`src/rtl/vga_pkg.sv`:
```
// Shared types for the VGA mode sequencer: FSM states and display mode encoding.
package vga_pkg;

  typedef enum logic [1:0] {
    RUN      = 2'd0,
    WAIT_OLD = 2'd1,
    RST_NEW  = 2'd2,
    SETTLE   = 2'd3
  } seq_state_t;

  typedef enum logic {
    MODE_640 = 1'b0,
    MODE_800 = 1'b1
  } mode_t;

endpackage

```
`src/rtl/sw_debounce.sv`:
```
// Two-flop synchronizer plus debounce counter for the raw board mode switch.
// The debounced level only follows the synced input after DEBOUNCE_CYCLES stable cycles.
module sw_debounce #(
  parameter logic [15:0] DEBOUNCE_CYCLES = 16'd50000
) (
  input  logic clk,
  input  logic rst_n,
  input  logic sw,
  output logic sw_db
);

  localparam int unsigned CW = $clog2(DEBOUNCE_CYCLES) + 1;
  localparam logic [CW-1:0] CntLast = CW'(DEBOUNCE_CYCLES - 16'd1);

  logic [1:0]    sync_q;
  logic [CW-1:0] cnt_q, cnt_d;
  logic          db_q, db_d;

  always_ff @(posedge clk) begin
    if (!rst_n) begin
      sync_q <= 2'b00;
      cnt_q  <= '0;
      db_q   <= 1'b0;
    end else begin
      sync_q <= {sync_q[0], sw};
      cnt_q  <= cnt_d;
      db_q   <= db_d;
    end
  end

  // Any cycle where the synced level agrees with sw_db restarts the count.
  always_comb begin
    cnt_d = '0;
    db_d  = db_q;
    if (sync_q[1] != db_q) begin
      if (cnt_q >= CntLast) begin
        db_d = sync_q[1];
      end else begin
        cnt_d = cnt_q + CW'(1);
      end
    end
  end

  assign sw_db = db_q;

endmodule

```
`src/rtl/vga_mode_sequencer.sv`:
```
// Glitch-free switching between the 640x480 and 800x600 VGA controllers.
// Optional macro VGA_MODE_TIMEOUT_EN adds TIMEOUT_CYCLES and a sticky timeout_flag output.
module vga_mode_sequencer
  import vga_pkg::*;
#(
  parameter logic [15:0] DEBOUNCE_CYCLES = 16'd50000,
  parameter logic [7:0]  RST_CYCLES      = 8'd4,
  parameter logic [3:0]  SETTLE_FRAMES   = 4'd2
`ifdef VGA_MODE_TIMEOUT_EN
  ,
  parameter logic [31:0] TIMEOUT_CYCLES  = 32'd2000000
`endif
) (
  input  logic clk,
  input  logic rst_n,
  input  logic sw,
  input  logic fs_640,
  input  logic fs_800,
  output logic sel,
  output logic blank,
  output logic rst_n_640,
  output logic rst_n_800,
  output logic en_640,
  output logic en_800,
  output logic busy
`ifdef VGA_MODE_TIMEOUT_EN
  ,
  output logic timeout_flag
`endif
);

  localparam int unsigned RCW = $clog2(RST_CYCLES) + 1;
  localparam int unsigned SCW = $clog2(SETTLE_FRAMES) + 1;
  localparam logic [RCW-1:0] RstLast = RCW'(RST_CYCLES - 8'd1);
  localparam logic [SCW-1:0] SetLast = SCW'(SETTLE_FRAMES - 4'd1);

  logic sw_db;

  sw_debounce #(
    .DEBOUNCE_CYCLES(DEBOUNCE_CYCLES)
  ) u_sw_debounce (
    .clk  (clk),
    .rst_n(rst_n),
    .sw   (sw),
    .sw_db(sw_db)
  );

  seq_state_t     state_q, state_d;
  mode_t          target_q, target_d;
  mode_t          sel_q, sel_d;
  logic [RCW-1:0] rst_cnt_q, rst_cnt_d;
  logic [SCW-1:0] set_cnt_q, set_cnt_d;
  logic           blank_q, blank_d;
  logic           busy_q, busy_d;
  logic           rst_n_640_q, rst_n_640_d;
  logic           rst_n_800_q, rst_n_800_d;
  logic           en_640_q, en_640_d;
  logic           en_800_q, en_800_d;
  logic           fs_sel;
  logic           fs_go;

  // Frame starts from the unselected controller never reach the FSM.
  assign fs_sel = (sel_q == MODE_800) ? fs_800 : fs_640;

`ifdef VGA_MODE_TIMEOUT_EN
  localparam int unsigned TCW = $clog2(TIMEOUT_CYCLES) + 1;
  localparam logic [TCW-1:0] TmoLast = TCW'(TIMEOUT_CYCLES - 32'd1);

  logic [TCW-1:0] tmo_cnt_q, tmo_cnt_d;
  logic           tmo_fire;
  logic           waiting;
  logic           timeout_q, timeout_d;

  assign waiting  = (state_q == WAIT_OLD) || (state_q == SETTLE);
  assign tmo_fire = waiting && (tmo_cnt_q >= TmoLast);
  assign fs_go    = fs_sel || tmo_fire;

  always_comb begin
    tmo_cnt_d = '0;
    if (waiting && !fs_sel && !tmo_fire) begin
      tmo_cnt_d = tmo_cnt_q + TCW'(1);
    end
    timeout_d = timeout_q;
    // An abort in WAIT_OLD takes priority, so that timeout is not acted upon.
    if (tmo_fire && !fs_sel && !((state_q == WAIT_OLD) && (sw_db == sel_q))) begin
      timeout_d = 1'b1;
    end
  end

  always_ff @(posedge clk) begin
    if (!rst_n) begin
      tmo_cnt_q <= '0;
      timeout_q <= 1'b0;
    end else begin
      tmo_cnt_q <= tmo_cnt_d;
      timeout_q <= timeout_d;
    end
  end

  assign timeout_flag = timeout_q;
`else
  assign fs_go = fs_sel;
`endif

  always_comb begin
    state_d   = state_q;
    target_d  = target_q;
    sel_d     = sel_q;
    rst_cnt_d = '0;
    set_cnt_d = '0;
    unique case (state_q)
      RUN: begin
        if (sw_db != sel_q) begin
          target_d = mode_t'(sw_db);
          state_d  = WAIT_OLD;
        end
      end
      WAIT_OLD: begin
        if (sw_db == sel_q) begin
          state_d = RUN;
        end else if (fs_go) begin
          state_d = RST_NEW;
          sel_d   = target_q;
        end
      end
      RST_NEW: begin
        if (rst_cnt_q >= RstLast) begin
          state_d = SETTLE;
        end else begin
          rst_cnt_d = rst_cnt_q + RCW'(1);
        end
      end
      SETTLE: begin
        set_cnt_d = set_cnt_q;
        if (fs_go) begin
          if (set_cnt_q >= SetLast) begin
            state_d = RUN;
          end else begin
            set_cnt_d = set_cnt_q + SCW'(1);
          end
        end
      end
    endcase
  end

  // Outputs are registered from the next state so they change cleanly on clock edges.
  always_comb begin
    blank_d     = (state_d == RST_NEW) || (state_d == SETTLE);
    busy_d      = (state_d != RUN);
    en_640_d    = (sel_d == MODE_640);
    en_800_d    = (sel_d == MODE_800);
    rst_n_640_d = (sel_d == MODE_640) && (state_d != RST_NEW);
    rst_n_800_d = (sel_d == MODE_800) && (state_d != RST_NEW);
  end

  always_ff @(posedge clk) begin
    if (!rst_n) begin
      state_q     <= RST_NEW;
      target_q    <= MODE_640;
      sel_q       <= MODE_640;
      rst_cnt_q   <= '0;
      set_cnt_q   <= '0;
      blank_q     <= 1'b1;
      busy_q      <= 1'b1;
      rst_n_640_q <= 1'b0;
      rst_n_800_q <= 1'b0;
      en_640_q    <= 1'b1;
      en_800_q    <= 1'b0;
    end else begin
      state_q     <= state_d;
      target_q    <= target_d;
      sel_q       <= sel_d;
      rst_cnt_q   <= rst_cnt_d;
      set_cnt_q   <= set_cnt_d;
      blank_q     <= blank_d;
      busy_q      <= busy_d;
      rst_n_640_q <= rst_n_640_d;
      rst_n_800_q <= rst_n_800_d;
      en_640_q    <= en_640_d;
      en_800_q    <= en_800_d;
    end
  end

  assign sel       = sel_q;
  assign blank     = blank_q;
  assign busy      = busy_q;
  assign rst_n_640 = rst_n_640_q;
  assign rst_n_800 = rst_n_800_q;
  assign en_640    = en_640_q;
  assign en_800    = en_800_q;

endmodule

```
`config.mk`:
```
export PLATFORM = sky130hd
export DESIGN_NAME = vga_mode_sequencer
export DESIGN_NICKNAME = d
export VERILOG_FILES = /design/src/rtl/vga_pkg.sv /design/src/rtl/sw_debounce.sv /design/src/rtl/vga_mode_sequencer.sv
export SDC_FILE = /design/constraint.sdc
export NUM_CORES = 1
export LEC_CHECK = 0
export ABC_AREA = 1
export CAP_MARGIN = 0
export CORE_ASPECT_RATIO = 1.25
export CORE_MARGIN = 8
export CORE_UTILIZATION = 32
export DETAILED_ROUTE_END_ITERATION = 7
export HOLD_SLACK_MARGIN = 0.06
export PLACE_DENSITY = 0.6
export SYNTH_ARGS = -nofsm -noshare
export SYNTH_HDL_FRONTEND = slang
export SYNTH_SLANG_ARGS = --single-unit
```
`constraint.sdc`:
```
create_clock -name clk -period 2 [get_ports clk]
set_clock_uncertainty 0.15 [all_clocks]
set_input_delay 0.4 -clock clk [delete_from_list [all_inputs] [get_ports clk]]
set_output_delay 0.4 -clock clk [all_outputs]
set_load 0.05 [all_outputs]
```
==> impl_results.md, run 1 <==
* # DRC at 0
* Area leader, netlist: dfxtp_1
* Layout cell share with drive strength beyond 1 at 16.8%
* Die footprint at 7670 um2
* Commonest cells post-synth: nand2_1 (48), dfxtp_1 (33), inv_1 (33)
* WHS at 263 ps
* Number of library cell types mapped by synthesis at 28
* Clock Path Buffers at 2
* Crit path capture type: register
* H-tree Lvls at 2
* Synthesized area per cell at 7.41 um2
* Clock Sink Count at 33
* Max IR drop VDD at 0.343 mV
* CP Launch Type: register
* Synth top area share at 40.4%
* Final WL at 2870 um
* Core footprint at 5010 um2
* Post-synthesis register bit count at 33
* Vias post-DR at 1296
* Nets at 246
* I/O pin count at 12
* Total power at 1.50 mW
* Crit Path Category: register to register
* First-pass GRT wire length at 5310 um
* Commonest register cell after synthesis: dfxtp_1
* Minimum clock period at 1740 ps
* Clock transition at the registers of the reported paths at 60 ps
* Yosys warning count at 0
* Max Slew Vio Count at 0
* Fmax achieved at 574 MHz
* Most frequent cell after synthesis: nand2_1
* RSZ-0062 raised after global routing: false
* Post-DP Area at 1790 um2
* Area grow syn2layout at 15.4%
* 1st-iter DRT viols at 65
* Final worst-path cycle share at 87.1%
* Initial antenna violation count at 0
* Total grt overflow at 0
* GRT Util Overall at 8.56%
* Vias per Instance at 4.32
* Post-CTS Setup Bufs at 0
* Post-synth EDFFs at 0
* # setup viols final at 0
* Max-Cap Viols at 0
* CTS Buf Count at 5
* Vias in the first global route at 1295
* Post-CTS Hold Fix Bufs at 0
* RePlAce Congestion at 0.797
* Largest net degree at the start of global routing at 17
* Antenna cells at 0
* Initial Util at 32.7%
* CTS tree: built
* Slowest-stage cell, CP: dfxtp_1
* Root buf cell: clkbuf_8
* Layout Utilization at 37.7%
* Status: completed
* Placement Rows at 29
* Post-Syn Area at 1640 um2
* Critical-path maximum fanout at 16
* Placed insts at 292
* Hold WC Path Type: register to register
* Worst skew pair latency at 280 ps
* Top cells by area, synth: dfxtp_1 (40%), nand2_1 (11%), inv_1 (7.6%)
* Die W at 80.0 um
* Asr flop ratio synth at 0%
* Drt pass-1 iters at 4
* Remaining antenna violation count at 0
* Sum Neg Setup Slack at 0 ps
* Post-CTS Resized at 0
* Final Instance Area at 1890 um2
* Sequential area share after synthesis at 40.4%
* Syn Nets at 230
* Detailed Place HPWL at 2220 um
* Crit-path max cell delay at 350 ps
* CP required at 2010 ps
* Port bufs at 11
* Wirelength per Cell at 9.57 um
* Die Y at 96.0 um
* Leakage at 0.774 nW
* Total power divided by cell area at 797 nW/um2
* Fill cells at 546
* Non-Filler Instances at 300
* DP Worst Slack at 57.3 ps
* Post-Synthesis Cells at 221
* Final setup margin at 257 ps
* Critical Path Most Common Cell: nor2_1
* Crit path arrival time at 1750 ps
* Fin. Hold Viols at 0
* Worst path cell trace: ha_1 > nand2_2 > nor2_1 > nand2_1 > nor2_2 > nor2_4 > nand4_4 > buf_4 > nor2_1
placed cells by master (no fill, tap or decap), drive strengths merged:
master	netlist	layout
nand2	52	52
o211ai	1	1
xnor2	3	3
conb	1	1
a211oi	1	1
clkinv	0	1
nand3b	2	2
nand3	18	18
o21bai	1	1
a21oi	2	2
or2	1	1
buf	2	9
nor2	45	45
inv	34	34
ha	4	4
a31oi	1	1
xor2	7	7
dfxtp	33	33
clkbuf	2	7
clkdlybuf4s50	0	4
nor3	6	6
a21boi	1	1
nand4	1	1
o21ai	3	3
sequential cells by signal, summed over array words and instances (netlist names):
name and count:
set_cnt_q 2, u_sw_debounce.cnt_q 17, en_800 1, blank 1, busy 1, rst_cnt_q 3
rst_n_800 1, u_sw_debounce.sync_q 2, u_sw_debounce.sw_db 1, rst_n_640 1, state_q 1, target_q 1
en_640 1
worst max-delay path: cells and delay by family, from the launching register on:
kind,cells,cell delay (ps)
buffers and inverters,1,290
adder cells (fa/ha/maj),1,200
flip-flops,1,350
AND/OR/NAND/NOR,7,620
metal layers:
metal	routed length (um)	GRT usage [%]
met1	1290	9.25
met3	106	2.90
met2	1430	14.9
met4	51	3.65
met5	0	0
cell families after synthesis:
| group | synth area share, % |
|---|---|
| and+or+nand+nor | 37.3 |
| buffers and inverters | 9.94 |
| DFF | 40.4 |
| AOI/OAI and AO/OA | 3.75 |
| xor gates and xnor gates | 5.35 |
| adders and majority gates | 3.06 |
| other | 0.229 |
final cells by class:
type / count / area, um2 / area share [%]
clock buffer: 7 / 96.3 / 5.10
clock inverter: 1 / 5.00 / 0.265
inverter: 34 / 128 / 6.76
multi-input combinational: 150 / 813 / 43.1
sequential: 33 / 661 / 35.0
tap: 62 / 77.6 / 4.11
timing repair buffer: 13 / 108 / 5.70
worst paths after layout:
| path | startpoint | to | slack, ps | cells past startpoint |
|---|---|---|---|---|
| setup / recovery | u_sw_debounce.cnt_q[0]$_SDFF_PP0_ | u_sw_debounce.cnt_q[0]$_SDFF_PP0_ | 260 | 9 |
| hold / removal | u_sw_debounce.sync_q[0]$_SDFF_PN0_ | u_sw_debounce.sync_q[1]$_SDFF_PN0_ | 260 | 2 |
| setup reg to reg | u_sw_debounce.cnt_q[0]$_SDFF_PP0_ | u_sw_debounce.cnt_q[0]$_SDFF_PP0_ | 260 | 9 |
| hold reg to reg | u_sw_debounce.sync_q[0]$_SDFF_PN0_ | u_sw_debounce.sync_q[1]$_SDFF_PN0_ | 260 | 2 |
power by group:
group / switching [mW] / total [mW] / internal [mW]
Clock: 0.230 / 0.540 / 0.311
Sequential: 0.0287 / 0.732 / 0.703
Combinational: 0.145 / 0.232 / 0.0873
Note: power is estimated with default switching activity, not from simulation.
==> inputs of run 2 (changes only) <==
DONT_BUFFER_PORTS = 1   (was default)
PLACE_DENSITY = 0.57   (was 0.6)
==> impl_results.md, run 2 (same netlist as run 1, synthesis figures left out) <==
* Biggest register: u_sw_debounce.cnt_q
* Max Slew Vio Count at 0 (unchanged)
* CTS Buf Count at 5 (unchanged)
* # setup viols final at 0 (unchanged)
* Initial Util at 32.7% (unchanged)
* CP required at 2050 ps (+40 ps)
* Layout Utilization at 36.3% (-1.4 points)
* Crit Path Category: register to register
* Critical path's top delay family: simple AND/OR/NAND/NOR gates
* Hold_sp: rst_n
* Die W at 80.0 um (unchanged)
* Vias per Instance at 4.36 (+1.0%)
* Root buf cell: clkbuf_8
* R2R Path End: u_sw_debounce.cnt_q[3]$_SDFF_PP0_
* Critical Path Stages at 8 (-1)
* Port bufs at 0 (-11)
* Post-DP Area at 1700 um2 (-4.8%)
* Most frequent cells in the layout: nand2_1 (48), inv_1 (33), dfxtp_1 (33)
* Detailed Place HPWL at 2160 um (-2.6%)
* Wl on met1 at 1260 um (-1.9%)
* Reg-to-Reg Start: u_sw_debounce.cnt_q[0]$_SDFF_PP0_
* Area grow syn2layout at 11.1%
* Total power divided by cell area at 788 nW/um2 (-1.1%)
* Max IR drop VDD at 0.562 mV (+64%)
* Final WL at 2900 um (+1.0%)
* Sum Neg Setup Slack at 0 ps (unchanged)
* WHS at 97.7 ps (-165 ps)
* Core footprint at 5010 um2 (unchanged)
* Fmax achieved at 587 MHz (+2.3%)
* Remaining antenna violation count at 0 (unchanged)
* Placement Rows at 29 (unchanged)
* Final worst-path cycle share at 85.2% (-2.0 points)
* Status: completed
* Vias in the first global route at 1178 (-9.0%)
* Nets at 239 (-2.8%)
* DP Worst Slack at 281 ps (+224 ps)
* Drt pass-1 iters at 4 (unchanged)
* R2r setup slk at 300 ps (+40 ps)
* Die footprint at 7670 um2 (unchanged)
* Critical Path Most Common Cell: nor2_1
* Most common cell after layout, fill and taps aside: nand2_1
* Non-Filler Instances at 292 (-2.7%)
* GRT Util Overall at 8.11% (-0.45 points)
* Crit-path max cell delay at 330 ps (-20 ps)
* I/O pin count at 12 (unchanged)
* Worst skew pair latency at 280 ps (about the same)
* Antenna cells at 0 (unchanged)
* CP bufs+invs at 0 (-1)
* CP Launch Type: register
* RePlAce Congestion at 0.815 (+2.3%)
* H-tree Lvls at 2 (unchanged)
* Layout cell share with drive strength beyond 1 at 13.9% (-2.9 points)
* Worst setup path startpoint: u_sw_debounce.cnt_q[0]$_SDFF_PP0_
* Reg2Reg Depth at 8 (-1)
* Vias post-DR at 1274 (-1.7%)
* First-pass GRT wire length at 4860 um (-8.5%)
* Leakage at 0.733 nW (-5.3%)
* Total power at 1.43 mW (-4.8%)
* Critical-path maximum fanout at 16 (unchanged)
* Worst path cell trace: ha_1 > nand2_2 > nor2_1 > nand2_1 > nor2_2 > nor2_4 > nand4_4 > nor2_1
* Fin. Hold Viols at 0 (unchanged)
* Max reg flops at 17 (unchanged)
* Final Instance Area at 1820 um2 (-3.7%)
* Final setup margin at 296 ps (+39.2 ps)
* Initial antenna violation count at 0 (unchanged)
* Setup crit end: u_sw_debounce.cnt_q[3]$_SDFF_PP0_
* Crit path arrival time at 1760 ps (about the same)
* Total grt overflow at 0 (unchanged)
* Biggest regs: u_sw_debounce.cnt_q: 17 flops, rst_cnt_q: 3 flops
* 1st-iter DRT viols at 71 (+9.2%)
* Placed insts at 282 (-3.4%)
* Hold WC Path Type: primary input to register
* Post-CTS Resized at 0 (unchanged)
* Clock transition at the registers of the reported paths at 60 ps (about the same)
* Minimum clock period at 1700 ps (-39.2 ps)
* RSZ-0062 raised after global routing: false
* Slowest-stage cell, CP: nand4_4
* Largest net degree at the start of global routing at 17 (unchanged)
* Clock Sink Count at 33 (unchanged)
* Max layer used: met4
* Wirelength per Cell at 9.93 um (+3.8%)
* Fill cells at 546 (unchanged)
* Max-Cap Viols at 0 (unchanged)
* Crit path capture type: register
* # DRC at 0 (unchanged)
* Die Y at 96.0 um (unchanged)
* Clock Path Buffers at 2 (unchanged)
* Met3 wire len at 119 um (+12%)
* CTS tree: built
* Metal2 WL at 1430 um (+0.49%)
## run 2: cell types whose count changed in the layout (fill, tap and decap cells not counted)
cell,delta
buf_4,-6
clkdlybuf4s50_1,-4
dlygate4sd3_1,+3
clkbuf_1,+1
clkbuf_8,-1
clkinv_2,-1
## run 2: how the worst min path moves through the flow
stage,cells after the start,end,slack (ps)
2_1_floorplan,2,u_sw_debounce.sync_q[1]$_SDFF_PN0_,240
3_3_place_gp,2,u_sw_debounce.sync_q[1]$_SDFF_PN0_,240
3_5_place_dp,2,u_sw_debounce.sync_q[1]$_SDFF_PN0_,250
4_1_cts,2,state_q[0]$_SDFF_PN0_,60
5_1_grt,2,rst_n_640$_SDFF_PN0_,100
6_report,2,u_sw_debounce.sw_db$_SDFFE_PN0P_,100
## run 2: where the power goes
group | leakage (nW) | internal, mW | total, mW | switching, mW
Combinational | 0.420 | 0.0704 | 0.175 | 0.105
Sequential | 0.268 | 0.704 | 0.765 | 0.0615
Clock | 0.0443 | 0.273 | 0.492 | 0.219
## run 2: layer usage
layer | up-vias | GRT usage, %
met4 | 0 | 4.86
met2 | 15 | 13.8
met5 | - | 0
li1 | 691 | -
met3 | 8 | 2.99
met1 | 560 | 8.36
## run 2: final cells by class
type | count | area, um2 | share of cell area, %
clock buffer | 7 | 86.3 | 4.75
multi-input combinational | 150 | 813 | 44.7
timing repair buffer | 6 | 52.6 | 2.89
sequential | 33 | 661 | 36.3
tap | 62 | 77.6 | 4.27
inverter | 34 | 128 | 7.02
## run 2: timing repair
action | 4_1_cts | 5_1_grt
setup buffers | 0 | 0
hold buffers | 2 | 1
hold endpoints to repair | 3 | 1
==> inputs of run 3 (changes only) <==
SYNTH_HIERARCHICAL = 1   (was default)
==> impl_results.md, run 3 <==
* Asr flop ratio synth at 0% (unchanged)
* Die W at 79.3 um (-0.89%)
* Clock transition at the registers of the reported paths at 60 ps (about the same)
* Initial Util at 32.4% (-0.25 points)
* WHS at 68.3 ps (-29.5 ps)
* Post-Synth Simple-Gate Area at 36.1% (-1.2 points)
* Worst Hold End: u_sw_debounce/sync_q[0]$_SDFF_PN0_
* Gr busiest metal: met2
* Commonest register cell after synthesis: dfxtp_1
* # setup viols final at 0 (unchanged)
* DP Worst Slack at 332 ps (+51.4 ps)
* Post-CTS Setup Bufs at 0 (unchanged)
* Syn Nets at 220 (-4.3%)
* RSZ-0062 raised after global routing: false
* Total grt overflow at 0 (unchanged)
* Root buf cell: clkbuf_8
* Post-Synth XOR/XNOR Area at 7.11% (+1.8 points)
* Fin. Hold Viols at 0 (unchanged)
* I/O pin count at 12 (unchanged)
* Synthesized area per cell at 7.58 um2 (+2.4%)
* Critical path's top delay family: simple AND/OR/NAND/NOR gates
* Post-DP Area at 1670 um2 (-2.1%)
* Top cells by area, synth: dfxtp_1 (41%), nand2_1 (9.1%), nor2_1 (7.3%)
* CP required at 2060 ps (about the same)
* Status: completed
* Layout Utilization at 35.7% (-0.61 points)
* Part of the power in combinational logic at 12.0% (-0.2 points)
* Placement Rows at 29 (unchanged)
* Most common cell after layout, fill and taps aside: nand2_1
* Crit Path Category: register to register
* Post-synthesis compound-gate area fraction at 2.42% (-1.3 points)
* Core footprint at 4930 um2 (-1.4%)
* Area leader, netlist: dfxtp_1
* Post-synth EDFFs at 0 (unchanged)
* CP bufs+invs at 1 (+1)
* Reg-to-Reg Start: u_sw_debounce/cnt_q[0]$_SDFF_PP0_
* Total power at 1.42 mW (-0.91%)
* Die Y at 95.1 um (-0.93%)
* Hold WC Path Type: primary input to register
* Crit path arrival time at 1710 ps (-50 ps)
* Largest family of logic cells by synthesized area: simple AND/OR/NAND/NOR gates
* Minimum clock period at 1660 ps (-47.4 ps)
* Worst path cell trace: ha_1 > nand3_2 > nor2_1 > nand3_1 > nand2_1 > inv_2 > nand4_4 > nor2_1
* Critical-path maximum fanout at 16 (unchanged)
* R2R Path End: u_sw_debounce/cnt_q[12]$_SDFF_PP0_
* Leakage at 0.733 nW (about the same)
* RePlAce Congestion at 0.818 (+0.33%)
* Final Instance Area at 1760 um2 (-3.1%)
* Mux cell area share after synthesis at 0% (unchanged)
* Most frequent cell after synthesis: nand2_1
* Remaining antenna violation count at 0 (unchanged)
* Drt pass-1 iters at 4 (unchanged)
* Critical Path Most Common Cell: nor2_1
* Final WL at 2780 um (-4.3%)
* Vias in the first global route at 1124 (-4.6%)
* Die footprint at 7530 um2 (-1.8%)
* Sequential area share after synthesis at 41.3% (+0.92 points)
* Vias per Instance at 4.33 (-0.65%)
* CP Launch Type: register
* Clock Sink Count at 33 (unchanged)
* Post-Syn Area at 1600 um2 (-2.2%)
* Nets at 228 (-4.6%)
* Max reg flops at 17 (unchanged)
* Clock Path Buffers at 2 (unchanged)
* Max-Cap Viols at 0 (unchanged)
* Post-CTS Hold Fix Bufs at 1 (-1)
* Fmax achieved at 604 MHz (+2.9%)
* Area grow syn2layout at 10.1%
* Critical Path Stages at 8 (unchanged)
* Reg2Reg Depth at 8 (unchanged)
* Hold_sp: sw
* # DRC at 0 (unchanged)
* Commonest cells post-synth: nand2_1 (39), dfxtp_1 (33), nor2_1 (31)
* GRT Util Overall at 8.27% (+0.16 points)
* Grt met3 use at 3.68% (+0.69 points)
* Largest net degree at the start of global routing at 17 (unchanged)
* 1st-iter DRT viols at 28 (-61%)
* Switch Pwr at 378 uW (-1.9%)
* Final worst-path cycle share at 82.8% (-2.4 points)
* Hold depth at 2 (unchanged)
* First-pass GRT wire length at 4850 um (-0.29%)
* Clock power frac at 34.5% (+0.2 points)
* Slowest-stage cell, CP: dfxtp_1
* Final setup margin at 344 ps (+47.4 ps)
* Detailed Place HPWL at 2110 um (-2.4%)
* CTS tree: built
* Adder-cell share of the synthesized area at 3.13% (+0.069 points)
* Met1 GRT Util at 7.89% (-0.46 points)
* Most frequent cells in the layout: nand2_1 (39), dfxtp_1 (33), nor2_1 (31)
* Synth top area share at 41.3% (+0.92 points)
* Vias post-DR at 1218 (-4.4%)
* Flop pwr share at 53.5% (about the same)
* Yosys warning count at 6 (+6)
* Switching share of power at 26.7% (-0.28 points)
* Non-Filler Instances at 281 (-3.8%)
* Worst skew pair latency at 280 ps (about the same)
* Max IR drop VDD at 0.466 mV (-17%)
* Port bufs at 0 (unchanged)
* Number of library cell types mapped by synthesis at 27 (-3.6%)
* Post-Synthesis Cells at 211 (-4.5%)
* Wirelength per Cell at 9.88 um (-0.53%)
* Post-CTS Resized at 0 (unchanged)
* Layout cell share with drive strength beyond 1 at 15.5% (+1.6 points)
* Max Slew Vio Count at 0 (unchanged)
* Antenna cells at 0 (unchanged)
* CTS Buf Count at 5 (unchanged)
* Biggest regs: u_sw_debounce/cnt_q: 17 flops, rst_cnt_q: 3 flops
* Total power divided by cell area at 806 nW/um2 (+2.3%)
* Post-synthesis register bit count at 33 (unchanged)
* Placed insts at 273 (-3.2%)
* Crit-path max cell delay at 340 ps (about the same)
* Initial antenna violation count at 0 (unchanged)
* Sum Neg Setup Slack at 0 ps (unchanged)
* Biggest register: u_sw_debounce/cnt_q
* H-tree Lvls at 2 (unchanged)
* R2r setup slk at 340 ps (+50 ps)
* M2 GR Usage at 13.9% (+0.16 points)
* Int Power at 1.04 mW (-0.53%)
* Crit path capture type: register
run 3: cell types whose count changed in the layout (fill, tap and decap cells not counted), sizes merged, moves of 2 or more:
cell,delta
dlygate4sd3,-2
nor3,-2
o21ai,-2
a21oi,+2
nand2,-8
nand4,+4
xor2,+4
run 3: cell families after synthesis:
family                     Yosys count
AOI/OAI and AO/OA                    7
xor gates and xnor gates            13
adders and majority gates            4
buffers and inverters               36
DFF                                 33
other                                1
and+or+nand+nor                    117
run 3: layout make-up:
type	instances	area, um2
Multi-Input combinational cell	142	785
Sequential cell	33	661
Inverter	34	128
Clock buffer	7	86.3
Fill cell	542	3170
Timing Repair Buffer	3	25.0
Tap cell	62	77.6
run 3: worst reg2reg max path, delay by kind of cell (launching register included):
family | cells | cell delay (ps)
simple gates | 6 | 780
buf+inv | 1 | 80
flops | 1 | 340
fa+ha+maj | 1 | 240
run 3: layer usage:
layer / wire (um) / share of wire [%]
met1: 1160 / 42
met3: 203 / 7.3
met4: 78 / 2.8
met5: 0 / 0
met2: 1330 / 48
run 3: worst max-delay path by stage:
stage	start	end	slack [ps]
after floorplan	en_800$_SDFF_PN0_	busy$_SDFF_PN1_	330
after global placement	u_sw_debounce/cnt_q[0]$_SDFF_PP0_	u_sw_debounce/cnt_q[8]$_SDFF_PP0_	350
after detailed placement	u_sw_debounce/cnt_q[0]$_SDFF_PP0_	u_sw_debounce/cnt_q[7]$_SDFF_PP0_	330
after CTS	u_sw_debounce/cnt_q[0]$_SDFF_PP0_	u_sw_debounce/cnt_q[7]$_SDFF_PP0_	310
after global routing	u_sw_debounce/cnt_q[0]$_SDFF_PP0_	u_sw_debounce/cnt_q[10]$_SDFF_PP0_	190
final	u_sw_debounce/cnt_q[0]$_SDFF_PP0_	u_sw_debounce/cnt_q[12]$_SDFF_PP0_	340
run 3: power groups by stage:
stage	registers, mW	logic (mW)	clock network [mW]
CTS	0.759	0.174	0.519
finish	0.759	0.170	0.490
detailed placement	0.774	0.171	0
global placement	0.774	0.171	0
floorplan	0.770	0.143	0
global route	0.764	0.199	0.543
